<file path="src/rtl/ram_dp_be.sv">
// Simple dual-port RAM with per-byte write enables, 1- or 2-cycle read latency,
// and a one-word-per-cycle hardware clear sweep after reset and on request.
module ram_dp_be #(
  parameter int DW       = 16,
  parameter int AW       = 5,
  parameter int DEPTH    = 32,
  parameter int RD_LAT   = 1,
  parameter int RDW_MODE = 0
) (
  input  logic            clk,
  input  logic            rst,
  input  logic            clr,
  output logic            busy,
  input  logic            wr_en,
  input  logic [AW-1:0]   wr_addr,
  input  logic [DW-1:0]   wr_data,
  input  logic [DW/8-1:0] wr_be,
  input  logic            rd_en,
  input  logic [AW-1:0]   rd_addr,
  output logic [DW-1:0]   rd_data,
  output logic            rd_valid
);

  localparam int            BW   = DW / 8;
  localparam logic [AW-1:0] LAST = AW'(DEPTH - 1);

  typedef enum logic {CLEAR, IDLE} state_t;

  state_t        state_q, state_d;
  logic [AW-1:0] cnt_q, cnt_d;
  logic          busy_q, busy_d;

  logic [DW-1:0] mem_q [DEPTH];

  logic          wr_ok, rd_ok;
  logic          wr_in_range, rd_in_range;
  logic [DW-1:0] wr_mask, old_word, rd_word;

  logic          s1_valid_q, s1_valid_d;
  logic [DW-1:0] s1_data_q, s1_data_d;

  // Sweep FSM next-state logic.
  // NOTE: every always_comb output gets a default first so no path can infer a latch.
  always_comb begin
    state_d = state_q;
    cnt_d   = cnt_q;
    busy_d  = busy_q;
    unique case (state_q)
      CLEAR: begin
        cnt_d = cnt_q + AW'(1);
        if (cnt_q == LAST) begin
          state_d = IDLE;
          busy_d  = 1'b0;
        end
      end
      IDLE: begin
        if (clr) begin
          state_d = CLEAR;
          cnt_d   = '0;
          busy_d  = 1'b1;
        end
      end
      default: begin
        state_d = CLEAR;
        cnt_d   = '0;
        busy_d  = 1'b1;
      end
    endcase
  end

  // NOTE: sequential state uses non-blocking assignments so all flops update together.
  always_ff @(posedge clk or negedge rst) begin
    if (!rst) begin
      state_q <= CLEAR;
      cnt_q   <= '0;
      busy_q  <= 1'b1;
    end else begin
      state_q <= state_d;
      cnt_q   <= cnt_d;
      busy_q  <= busy_d;
    end
  end

  assign busy = busy_q;

  always_comb begin
    wr_in_range = 32'(wr_addr) < DEPTH;
    rd_in_range = 32'(rd_addr) < DEPTH;
    wr_ok       = wr_en && !busy_q && wr_in_range;
    rd_ok       = rd_en && !busy_q;
    for (int k = 0; k < BW; k++) begin
      wr_mask[8*k +: 8] = {8{wr_be[k]}};
    end
    old_word = rd_in_range ? mem_q[rd_addr] : '0;
    // A same-address write either stays invisible (read-first) or merges in (write-first).
    if (!rd_in_range) begin
      rd_word = '0;
    end else if (RDW_MODE == 1 && wr_ok && wr_addr == rd_addr) begin
      rd_word = (old_word & ~wr_mask) | (wr_data & wr_mask);
    end else begin
      rd_word = old_word;
    end
  end

  // NOTE: the array has no reset; the sweep engine clears it so it maps onto RAM macros.
  always_ff @(posedge clk) begin
    if (state_q == CLEAR) begin
      mem_q[cnt_q] <= '0;
    end else if (wr_ok) begin
      mem_q[wr_addr] <= (mem_q[wr_addr] & ~wr_mask) | (wr_data & wr_mask);
    end
  end

  always_comb begin
    s1_valid_d = rd_ok;
    s1_data_d  = rd_ok ? rd_word : s1_data_q;
  end

  always_ff @(posedge clk or negedge rst) begin
    if (!rst) begin
      s1_valid_q <= 1'b0;
      s1_data_q  <= '0;
    end else begin
      s1_valid_q <= s1_valid_d;
      s1_data_q  <= s1_data_d;
    end
  end

  if (RD_LAT == 2) begin : g_lat2
    logic          s2_valid_q, s2_valid_d;
    logic [DW-1:0] s2_data_q, s2_data_d;

    always_comb begin
      s2_valid_d = s1_valid_q;
      s2_data_d  = s1_valid_q ? s1_data_q : s2_data_q;
    end

    always_ff @(posedge clk or negedge rst) begin
      if (!rst) begin
        s2_valid_q <= 1'b0;
        s2_data_q  <= '0;
      end else begin
        s2_valid_q <= s2_valid_d;
        s2_data_q  <= s2_data_d;
      end
    end

    assign rd_valid = s2_valid_q;
    assign rd_data  = s2_data_q;
  end else begin : g_lat1
    assign rd_valid = s1_valid_q;
    assign rd_data  = s1_data_q;
  end

endmodule

</file>
<file path="config.mk">
export PLATFORM = sky130hd
export DESIGN_NAME = ram_dp_be
export DESIGN_NICKNAME = d
export VERILOG_FILES = /design/src/rtl/ram_dp_be.sv
export SDC_FILE = /design/constraint.sdc
export NUM_CORES = 1
export LEC_CHECK = 0
export ABC_AREA = 0
export BUFFER_PORTS_ARGS = -buffer_cell sky130_fd_sc_hd__buf_2
export CAP_MARGIN = 20
export CORE_AREA = 2 2 219 221
export CTS_CLUSTER_DIAMETER = 100
export DETAILED_ROUTE_END_ITERATION = 12
export DIE_AREA = 0 0 221 223
export PLACE_DENSITY = 0.73
export REMOVE_ABC_BUFFERS = 1
export SLEW_MARGIN = 20
export SYNTH_ARGS = -nofsm -noshare
export SYNTH_HDL_FRONTEND = slang
export SYNTH_SLANG_ARGS = --single-unit
</file>
<file path="constraint.sdc">
create_clock -name clk -period 6.05 [get_ports clk]
set_clock_uncertainty 0.05 [all_clocks]
set_input_delay 0.605 -clock clk [delete_from_list [all_inputs] [get_ports clk]]
set_output_delay 0.605 -clock clk [all_outputs]
set_load 0.02 [all_outputs]
</file>
==> parameters.txt <==
Parameter                              Value

Setup path
  Critical register-to-register path startpoint    state_q$_DFF_PN0_
  Required @ worst endpoint    6.43 ns
  Critical path start-end classification    in -> reg
  Crit path DAT    4.17 ns
  Logic depth of the worst register-to-register path    4
  Sort of element at the end of the critical path    flop
  Setup slack on the worst flop-to-flop path    2.33 ns
  Worst reg2reg path endpoint    mem_q[10][1]$_DFFE_PP_
  Crit path max fanout    61
  CP Launch Type    input port

Placed design
  Routability Congestion    0.879
  Detailed Place HPWL    42700 µm
  PortBufs    50
  Post-placement cell area    26500 µm²

CTS
  H-Tree Depth    2
  CTS clk-pin slew, worst paths    0.06 ns
  CTS tree    built
  Hold-fix buffers at CTS    0
  Clk Tree Root Cell    clkbuf_16
  Number of buffers inserted by post-CTS setup repair    0
  Number of buffers added by the clock tree synthesis step    55
  Deepest clock path buffer count    3
  CTS Sinks    536
  Insertion delay of the later-clocked pin in the worst-skew pair    0.61 ns
  Post_cts resized    0

Logic synthesis
  Syn_area_per_cell    16.5 µm²
  Fraction of registers with async set or reset after synthesis    0.0448
  Area share of the largest cell type after synthesis    0.605
  Synth area leader    edfxtp_1
  Post-synthesis instance total    1538
  Largest cells by area after synthesis    edfxtp_1 (60%), mux2i_1 (11%), mux4_2 (9.9%), dfrtp_1 (2.3%), a22oi_1 (2.2%)
  Cell Area, Synth    25400 µm²
  Synth warn    0
  Number of unique standard cell types used by synthesis    45
  Flip-flop and latch count after synthesis    536
  Post-synth EDFFs    512
  Most instantiated flip-flop cell in the synthesis netlist    edfxtp_1
  Sequential share of the synthesized area    0.628

Global route
  Total routing usage reported by global routing    0.304
  Antenna violations before repair    0
  Vias in the first global route    16000
  Largest net degree at the start of global routing    90
  Global-route congestion overflow total    0
  Wire length of the first global-routing pass    108000 µm

Floorplan
  Area of the die    49300 µm²
  Core Region    47100 µm²
  Total I/O pin count    51
  Die Y    223 µm
  Die W    221 µm
  Floorplan row count    80
  Initial standard-cell utilization of the core    0.539

Power
  Cell area power density    359 nW/µm²
  Worst voltage drop across the vdd grid    0.297 mV
  Leak    9.60 nW

Layout
  Design Area, Final    28300 µm²
  Fraction of layout cells with a size suffix above 1    0.239
  Antenna cell count    0
  Layout Area Growth over Synthesis    11.4%
  Post-layout nets    1614

Timing
  Number of setup violations in the final report    0
  Relative slew margins    0.268
  Final hold viol count    0
  TNS Setup    0 ns
  Final critical delay including setup and external delays    3.79 ns
  Pin slew with the least headroom to its limit    1.10 ns
  Max-slew violation total from the final report    0
  Final critical-path share of the clock period    0.626
  Setup repair after global routing missed its margin    false
  Peak clock frequency supported by timing    264 MHz

Route
  Final antenna-violating net count    0
  DRC marker count from the first detailed-route iteration    2264
  Routed WL per cell    33.5 µm
  Via count of the routed design    16000
  Per-cell via count in the routed design    7.15
  Post-route DRC violation count    0
  First-pass iteration count of the detailed router    5
  Overall routed net length    75000 µm

Run status
  Run status    complete, no violations

Min path
  Worst hold-check path type    in -> async

Flow run
  Number of max-capacitance violations reported    0
## critical path, cell delays in order
cell and delay, ns:
buf_8 0.48, buf_12 0.46, mux4_2 0.31, nor2_1 0.04, a2111oi_0 0.74, a21oi_1 0.12
a211oi_2 0.87, buf_4 0.35
## cell usage after synthesis, types with 21 or more instances
cell and count:
o22ai_1 26, mux2i_1 285, nor2_1 51, a21oi_1 46, a22oi_1 76, a22o_1 48, dfrtp_1 23, edfxtp_1 512
buf_4 23, buf_1 21, o21ai_0 32, mux4_2 112, clkbuf_1 36, nand2_1 35, buf_2 24, a221oi_1 35
## routing by layer
| metal | GRT usage | vias to the layer above | wire length, µm |
|---|---|---|---|
| met2 | 0.465 | 1092 | 34500 |
| met3 | 0.0822 | 170 | 9110 |
| met5 | 0 | - | 0 |
| li1 | - | 6483 | - |
| met1 | 0.424 | 8265 | 28700 |
| met4 | 0.106 | 0 | 2670 |
## cells in the final DEF, fill, tap and decap left out, types with 19 or more instances in the layout
cell and instances:
a22oi_1 76, nor2_4 19, o22ai_1 26, a22o_1 48, nand2_1 34, o21ai_0 32, dfrtp_1 23, mux4_2 112
mux2i_1 285, buf_4 51, buf_2 47, edfxtp_1 512, a21oi_1 40, clkbuf_16 57, a221oi_1 35
## state kept, by name, indices dropped and copies added, names as in the netlist
signal    cells
rd_valid      1
state_q       1
cnt_q         5
rd_data      16
mem_q       512
busy          1
## cell type report
cell class | instances | area (µm²)
Clock buffer | 80 | 1560
Clock inverter | 23 | 230
Fill cell | 3453 | 18800
Inverter | 7 | 26.3
Multi-Input combinational cell | 872 | 8980
Sequential cell | 536 | 16000
Tap cell | 615 | 769
Timing Repair Buffer | 107 | 788
## per-stage QoR
stage / worst slack, ns / total power, mW / utilization / hold WS (ns) / instances
after floorplan: 2.28 / 5.87 / - / 0.259 / 1415
after global placement: 1.76 / 6.74 / 0.562 / 0.413 / 2137
after detailed placement: 1.70 / 6.81 / 0.562 / 0.418 / 2137
after CTS: 2.31 / 10.1 / 0.600 / 0.0633 / 2240
after global routing: 2.00 / 10.5 / 0.601 / 0.0923 / 2240
final: 2.26 / 10.2 / 0.601 / 0.0856 / 2240
## kinds of logic after synthesis
| logic type | count (synthesis) | synth area share |
|---|---|---|
| DFF | 536 | 0.628 |
| and+or+nand+nor | 134 | 0.0240 |
| AOI/OAI and AO/OA | 320 | 0.0955 |
| xor gates and xnor gates | 2 | 0.000689 |
| buffers and inverters | 130 | 0.0316 |
| muxes | 414 | 0.219 |
| adders and majority gates | 2 | 0.000984 |
## worst max path at each step
stage	startpoint	end	slack, ns	depth (start not counted)
final	wr_addr[0]	mem_q[31][5]$_DFFE_PP_	2.26	8
after global routing	wr_addr[0]	mem_q[31][5]$_DFFE_PP_	2.00	8
after CTS	state_q$_DFF_PN0_	mem_q[0][2]$_DFFE_PP_	2.31	4
after detailed placement	wr_addr[0]	mem_q[23][5]$_DFFE_PP_	1.70	8
after global placement	wr_addr[2]	mem_q[8][8]$_DFFE_PP_	1.76	8
after floorplan	rd_addr[1]	rd_data[5]$_DFFE_PN0P_	2.28	5
## power breakdown
part	leakage (nW)	switching, mW	internal (mW)
logic	3.93	1.26	0.648
registers	4.79	0.265	4.61
clock network	0.873	1.40	1.99
total	9.60	2.92	7.26
Note: power is estimated with default switching activity, not from simulation.
